File: src/rtl/li_encoder.sv
// ---------------------------------------------------------------------------
// li_encoder: turns (rd, 32-bit constant) into the minimal RV32I ADDI / LUI /
// LUI+ADDI sequence with valid/ready on both sides.      Revision: 1.0
// ---------------------------------------------------------------------------
`default_nettype none

module li_encoder #(
  parameter int WORD_SIZE    = 32,
  parameter bit SKIP_ZERO_RD = 1'b0,
  parameter int COUNT_WIDTH  = 16
) (
  input  logic                   clk,
  input  logic                   reset,
  input  logic                   ReqValid,
  output logic                   ReqReady,
  input  logic [4:0]             ReqRd,
  input  logic [WORD_SIZE-1:0]   ReqImm,
  output logic                   InstrValid,
  input  logic                   InstrReady,
  output logic [WORD_SIZE-1:0]   Instr,
  output logic                   InstrLast,
  output logic [COUNT_WIDTH-1:0] InstrCount
);

  localparam logic [1:0] S_IDLE      = 2'd0;
  localparam logic [1:0] S_EMIT_LUI  = 2'd1;
  localparam logic [1:0] S_EMIT_ADDI = 2'd2;

  localparam logic [6:0] OP_ADDI = 7'b0010011;
  localparam logic [6:0] OP_LUI  = 7'b0110111;

  logic [1:0]             state_q, state_d;
  logic [WORD_SIZE-1:0]   instr_q, instr_d;
  logic [WORD_SIZE-1:0]   addi_q, addi_d;
  logic                   last_q, last_d;
  logic [COUNT_WIDTH-1:0] count_q, count_d;

  logic [11:0] lo;
  logic [19:0] hi;
  logic        fits_12;
  logic        out_hs;

  assign lo      = ReqImm[11:0];
  assign fits_12 = (ReqImm == {{(WORD_SIZE-12){lo[11]}}, lo});
  // Upper part pre-compensates for the sign-extended ADDI that follows.
  assign hi      = ReqImm[31:12] + {19'd0, ReqImm[11]};
  assign out_hs  = (state_q != S_IDLE) && InstrReady;

  always_ff @(posedge clk or posedge reset) begin
    if (reset) begin
      state_q <= S_IDLE;
      instr_q <= '0;
      addi_q  <= '0;
      last_q  <= 1'b0;
      count_q <= '0;
    end else begin
      state_q <= state_d;
      instr_q <= instr_d;
      addi_q  <= addi_d;
      last_q  <= last_d;
      count_q <= count_d;
    end
  end

  always_comb begin
    state_d = state_q;
    instr_d = instr_q;
    addi_d  = addi_q;
    last_d  = last_q;
    count_d = count_q;
    if (out_hs && (count_q != {COUNT_WIDTH{1'b1}})) begin
      count_d = count_q + 1'b1;
    end
    case (state_q)
      S_IDLE: begin
        if (ReqValid) begin
          if (ReqRd == 5'd0) begin
            if (SKIP_ZERO_RD == 1'b0) begin
              state_d = S_EMIT_ADDI;
              instr_d = {20'd0, 5'd0, OP_ADDI};
              last_d  = 1'b1;
            end
          end else if (fits_12) begin
            state_d = S_EMIT_ADDI;
            instr_d = {lo, 5'd0, 3'b000, ReqRd, OP_ADDI};
            last_d  = 1'b1;
          end else if (lo == 12'd0) begin
            state_d = S_EMIT_LUI;
            instr_d = {ReqImm[31:12], ReqRd, OP_LUI};
            last_d  = 1'b1;
          end else begin
            state_d = S_EMIT_LUI;
            instr_d = {hi, ReqRd, OP_LUI};
            addi_d  = {lo, ReqRd, 3'b000, ReqRd, OP_ADDI};
            last_d  = 1'b0;
          end
        end
      end
      S_EMIT_LUI: begin
        if (out_hs) begin
          if (last_q) begin
            state_d = S_IDLE;
          end else begin
            state_d = S_EMIT_ADDI;
            instr_d = addi_q;
            last_d  = 1'b1;
          end
        end
      end
      S_EMIT_ADDI: begin
        if (out_hs) begin
          state_d = S_IDLE;
        end
      end
      default: state_d = S_IDLE;
    endcase
  end

  always_comb begin
    ReqReady   = (state_q == S_IDLE);
    InstrValid = (state_q != S_IDLE);
    Instr      = instr_q;
    InstrLast  = last_q;
    InstrCount = count_q;
  end

endmodule

`default_nettype wire

File: config.mk
export PLATFORM = sky130hd
export DESIGN_NAME = li_encoder
export DESIGN_NICKNAME = d
export VERILOG_FILES = /design/src/rtl/li_encoder.sv
export SDC_FILE = /design/constraint.sdc
export NUM_CORES = 1
export LEC_CHECK = 0
export BUFFER_PORTS_ARGS = -buffer_cell sky130_fd_sc_hd__buf_2
export CAP_MARGIN = 5
export CORE_ASPECT_RATIO = 1.25
export CORE_MARGIN = 4
export CORE_UTILIZATION = 40
export CTS_BUF_LIST = sky130_fd_sc_hd__clkbuf_2
export CTS_CLUSTER_SIZE = 30
export DETAILED_ROUTE_END_ITERATION = 10
export PLACE_DENSITY = 0.61
export SYNTH_ARGS = -nofsm -noshare
export SYNTH_HDL_FRONTEND = slang
export SYNTH_SLANG_ARGS = --single-unit
File: constraint.sdc
create_clock -name clk -period 3.1 [get_ports clk]
set_input_delay 0.155 -clock clk [delete_from_list [all_inputs] [get_ports clk]]
set_output_delay 0.155 -clock clk [all_outputs]
set_load 0.01 [all_outputs]
# [After elaboration in Yosys (flattened, before gate mapping)]
# Cells that the tools add are included.
[op_classes] eq_ne=8 add_sub_neg=2 muxes=20 n_reduce_logical=11 bitwise_logic=3
[op_table] operator="2-to-1 mux 32 bit" count=6
[op_table] operator="case mux 32 bit (2 select lines)" count=1
[op_table] operator="adder 20 x 1 -> 20 bit" count=1
[op_table] operator="equality test 20 bit" count=1
[op_table] operator="adder 16 x 1 -> 16 bit (second input constant)" count=1
[op_table] operator="!= test 16 bit (second input constant)" count=1
[op_table] operator="zero test 12 bit" count=1
[op_table] operator="2-to-1 mux 2 bit" count=6
[op_table] operator="!= test 2 bit (second input constant)" count=4
[op_table] operator="case mux 2 bit (3 select lines)" count=1
[op_table] operator="AND reduction 3 bit" count=2
[op_table] operator="zero test 5 bit" count=1
[op_table] operator="2-to-1 mux 1 bit" count=5
[op_table] operator="AND reduction 5 bit" count=1
[op_table] operator="AND reduction 4 bit" count=1
[op_table] operator="nonzero test 2 bit" count=2
[op_table] operator="NOT 1 bit" count=3
[op_table] operator="equality test 2 x 1 -> 1 bit (second input constant)" count=1
[op_table] operator="equality test 2 bit (second input constant)" count=1
[op_table] operator="logical AND 1 bit" count=2
[op_table] operator="zero test 2 bit" count=1
[op_table] operator="case mux 1 bit (2 select lines)" count=1
[word_totals] regBits=76 out_inout_bits=51 inputBits=41 word_cells=49

# [Longest topological paths before layout]
[depth] depth_word=6 mapped_depth=7 depth_no_buf=7

# [Least setup slack after synthesis]
# Ideal clock, no wire load.
[synth_timing] kind="register -> register" startpoint="register state_q[0]" endpoint="register addi_q[21]" arrival_ns=1.994 t_required_ns=2.975 path_stages_with_launch=8 setup_time_ns=0.125 period_less_slack_ns=2.119 path_buffers=2 setup_slack_ns=0.981 path_cell_list="dfrtp_1 > clkbuf_1 > or3b_2 > a21oi_1 > nand2_1 > a21oi_4 > buf_6 > mux2_4"
[synth_between] elab_chain_len=2
[synth_rtl] item="from (decl)" line_no="32" rtl="logic [1:0] state_q, state_d;"
[synth_rtl] item="from (signal assigned)" line_no="57" rtl="state_q <= state_d;"
[synth_rtl] item="zero test 2 bit" line_no="74" rtl="case (state_q)"
[synth_rtl] item="AND reduction 5 bit (no source line)"
[synth_rtl] item="to (signal assigned)" line_no="59" rtl="addi_q <= addi_d;"
[synth_rtl] item="to (decl)" line_no="34" rtl="logic [WORD_SIZE-1:0] addi_q, addi_d;"
# Every way passes these cells.
# A chain may end at the register's enable or synchronous reset.

# [Worst setup path in the final report]
[layout_timing] startpoint="register state_q[1]" endpoint="register addi_q[29]"
# Same word-level chain as after synthesis.

==> flow_metrics.py <==
metrics = {
    "status": {
        "outcome": "completed",
    },
    "sta": {
        "drv_slew": 0,
        "fin_crit_ns": 2.42,
        "setup_violations": 0,
        "rsz0062_at_grt": "no",
        "fin_tns_setup_ns": 0,
        "timing.fmax_mhz": 413,
        "post-route-period-util_pct": 78.1,
        "hold_violations": 0,
        "maxSlewHeadroom_pct": 41.3,
        "fin_skew_ns": 0.0149,
        "max_slew.worst_pin.slew_ns": 0.880,
        "whs_ns": 0.0442,
    },
    "route": {
        "firstDrtPassIters": 4,
        "wl_per_cell_microns": 16.3,
        "drc": 0,
        "drtIter0Drc": 151,
        "avgViaCountPerCell": 5.40,
        "ant_nets": 0,
        "vias": 3294,
        "wirelength_microns": 9970,
    },
    "logic_synthesis": {
        "synthArstFlopShare_pct": 100,
        "yosys_most_used_dff": "dfrtp_1",
        "synth_commonest_cells": "64 x dfrtp_1, 50 x nand2_1, 23 x nor2_1",
        "synth_area_sq_um": 3620,
        "ys_seq_elements": 64,
        "synth.most_common_cell": "dfrtp_1",
        "syn_area_per_cell_sq_um": 9.69,
        "synth_top_area_share_pct": 44.3,
        "yosys.area.top_type": "dfrtp_1",
        "ys_seq_area_share_pct": 44.3,
        "netlist-cell-type-count": 60,
        "synthTopCellsByArea": "dfrtp_1 44%, nand2_1 5.2%, mux2_4 3.3%",
        "synth_edf_count": 0,
        "synth.yosys.warnings": 0,
        "syn_inst": 373,
    },
    "placed_design": {
        "dp_hpwl_microns": 7370,
        "gp_congestion": 0.868,
        "io_buffers": 89,
    },
    "min_path": {
        "hold_path.class": "in -> reg",
        "hold_depth": 3,
        "min_from": "ReqImm[27]",
        "hold_path_end": "Instr[27]",
    },
    "final_layout": {
        "drive_gt1_share_pct": 29.2,
        "final.fill_count": 890,
        "syn2layout_area_growth_pct": 24.1,
        "nets": 528,
    },
    "critical_path": {
        "arrival_ns": 2.82,
        "rrSetupSlack_ns": 0.68,
        "startpoint_type": "register",
        "rr_endpoint": "addi_q[29]",
        "worstPathCellList": "or3b_2 > a21oi_1 > nand2_1 > a21oi_4 > mux2_2",
        "cp_data_required_time_ns": 3.50,
        "critPathCaptureType": "register",
        "worst-setup-path-type": "reg -> reg",
        "cp_slowest_stage_delay_ns": 0.59,
        "r2r_cells": 5,
        "critPathMaxFanout": 19,
        "reg2reg_from": "state_q[1]",
        "slowest_stage": "a21oi_4",
    },
    "pwr": {
        "p_leak_nw": 2.01,
        "powerDensity_nw_per_um2": 752,
        "ir_worst_vdd_mv": 0.224,
        "power_mw": 3.37,
    },
    "die": {
        "core_sq_um": 8750,
        "dieArea_sq_um": 10600,
        "row_count": 38,
        "io_pins": 92,
        "die_height_microns": 114,
        "start_util_pct": 41.3,
        "chipWidth_microns": 93.0,
    },
    "clocking": {
        "cts_buffer_depth": 2,
        "ctsResizeCount": 0,
        "htreeDepth": 3,
        "cts_sinks": 64,
        "insertion_delay_ns": 0.51,
        "cts_root_buffer": "clkbuf_2",
        "clk_pin_slew_ns": 0.17,
        "cts_made_buffers": 9,
        "cts_tree": "yes",
    },
    "grt": {
        "grt_max_degree": 31,
        "antenna_found_initial": 1,
        "globalRouteOverflowTotal": 0,
        "grt_pass1_wl_microns": 16600,
        "grt_pass1_vias": 3300,
        "globalRouteTotalUtil_pct": 20.0,
    },
    "flow_run": {
        "maxCapViolCount": 0,
    },
}
==> worst max path at each step <==
stage | from | end | slack [ns]
3_5_place_dp | state_q[1] | addi_q[18] | 0.70
5_1_grt | state_q[1] | addi_q[29] | 0.53
4_1_cts | state_q[1] | addi_q[18] | 0.66
3_3_place_gp | ReqImm[15] | Instr[17] | 0.71
6_report | state_q[1] | addi_q[29] | 0.68
2_1_floorplan | state_q[0] | addi_q[21] | 0.98
==> state kept, by name, indices dropped and copies added, names as in the netlist <==
register / count
Instr: 27
InstrCount: 16
InstrLast: 1
addi_q: 18
state_q: 2
==> worst max-delay path, delay by kind of cell (launching register included) <==
| family | cells | cell delay, ns |
|---|---|---|
| flops | 1 | 0.49 |
| mux | 1 | 0.41 |
| simple gates | 2 | 0.63 |
| compound gates | 2 | 0.79 |
==> placed cells by master (no fill, tap or decap), drive strengths merged, types with 4 or more instances in the layout <==
cell type | Yosys | routed
dfrtp | 64 | 64
nand2 | 50 | 50
dlygate4sd3 | 0 | 24
a211oi | 6 | 6
buf | 12 | 99
o211ai | 9 | 9
clkbuf | 12 | 11
a31oi | 5 | 5
mux2 | 18 | 18
a21oi | 12 | 12
nor3 | 9 | 9
and3 | 5 | 5
or2 | 4 | 4
nor4 | 13 | 13
and4 | 4 | 4
nand4 | 12 | 12
xnor2 | 11 | 11
xor2 | 11 | 11
clkinv | 0 | 5
o21ai | 12 | 12
o31ai | 8 | 8
o31a | 4 | 4
o221ai | 5 | 5
inv | 7 | 7
nand3 | 15 | 15
nor2 | 23 | 23
==> report_power, final <==
group	leakage, nW	switching (mW)	internal [mW]	total, mW
Sequential	0.774	0.240	1.18	1.42
Combinational	1.18	0.838	0.712	1.55
Clock	0.0629	0.297	0.104	0.401
Total	2.01	1.37	2.00	3.37
==> area by class of cell <==
type / instances / area [sq um] / share of cell area (%)
antenna: 1 / 2.50 / 0.0558
clock buffer: 11 / 55.1 / 1.23
clock inverter: 5 / 23.8 / 0.530
inverter: 7 / 26.3 / 0.585
multi-input combinational: 279 / 1870 / 41.6
sequential: 64 / 1600 / 35.7
tap: 120 / 150 / 3.35
timing repair buffer: 123 / 761 / 17.0
==> through the flow <==
step | std cells | worst slack, ns | area (sq um) | util [%]
4_1_cts | 609 | 0.663 | 4490 | 51.3
2_1_floorplan | 374 | 0.981 | 3620 | -
5_1_grt | 610 | 0.533 | 4490 | 51.3
6_report | 610 | 0.678 | 4490 | 51.3
3_5_place_dp | 569 | 0.701 | 4170 | 47.6
3_3_place_gp | 569 | 0.709 | 4170 | 47.6
==> kinds of logic after synthesis <==
group / after synthesis / share of synthesized area (%)
simple gates: 152 / 21.6
compound gates: 80 / 16.4
flops: 64 / 44.3
buf+inv: 31 / 4.26
xor+xnor: 22 / 5.33
mux: 20 / 6.99
fa+ha+maj: 3 / 1.04
other cells: 1 / 0.104
==> repair_timing <==
item | in CTS | in global routing
hold endpoints to repair | 72 | 0
setup buffers | 0 | 0
hold buffers | 24 | 0
==> routing by layer <==
layer	part of all wire, %	track usage [%]	vias up
met3	5.4	3.62	17
li1	-	-	1601
met5	0	0	-
met2	49	32.8	105
met4	2.2	8.41	0
met1	44	26.0	1571
(Power assumes the default switching activity.)
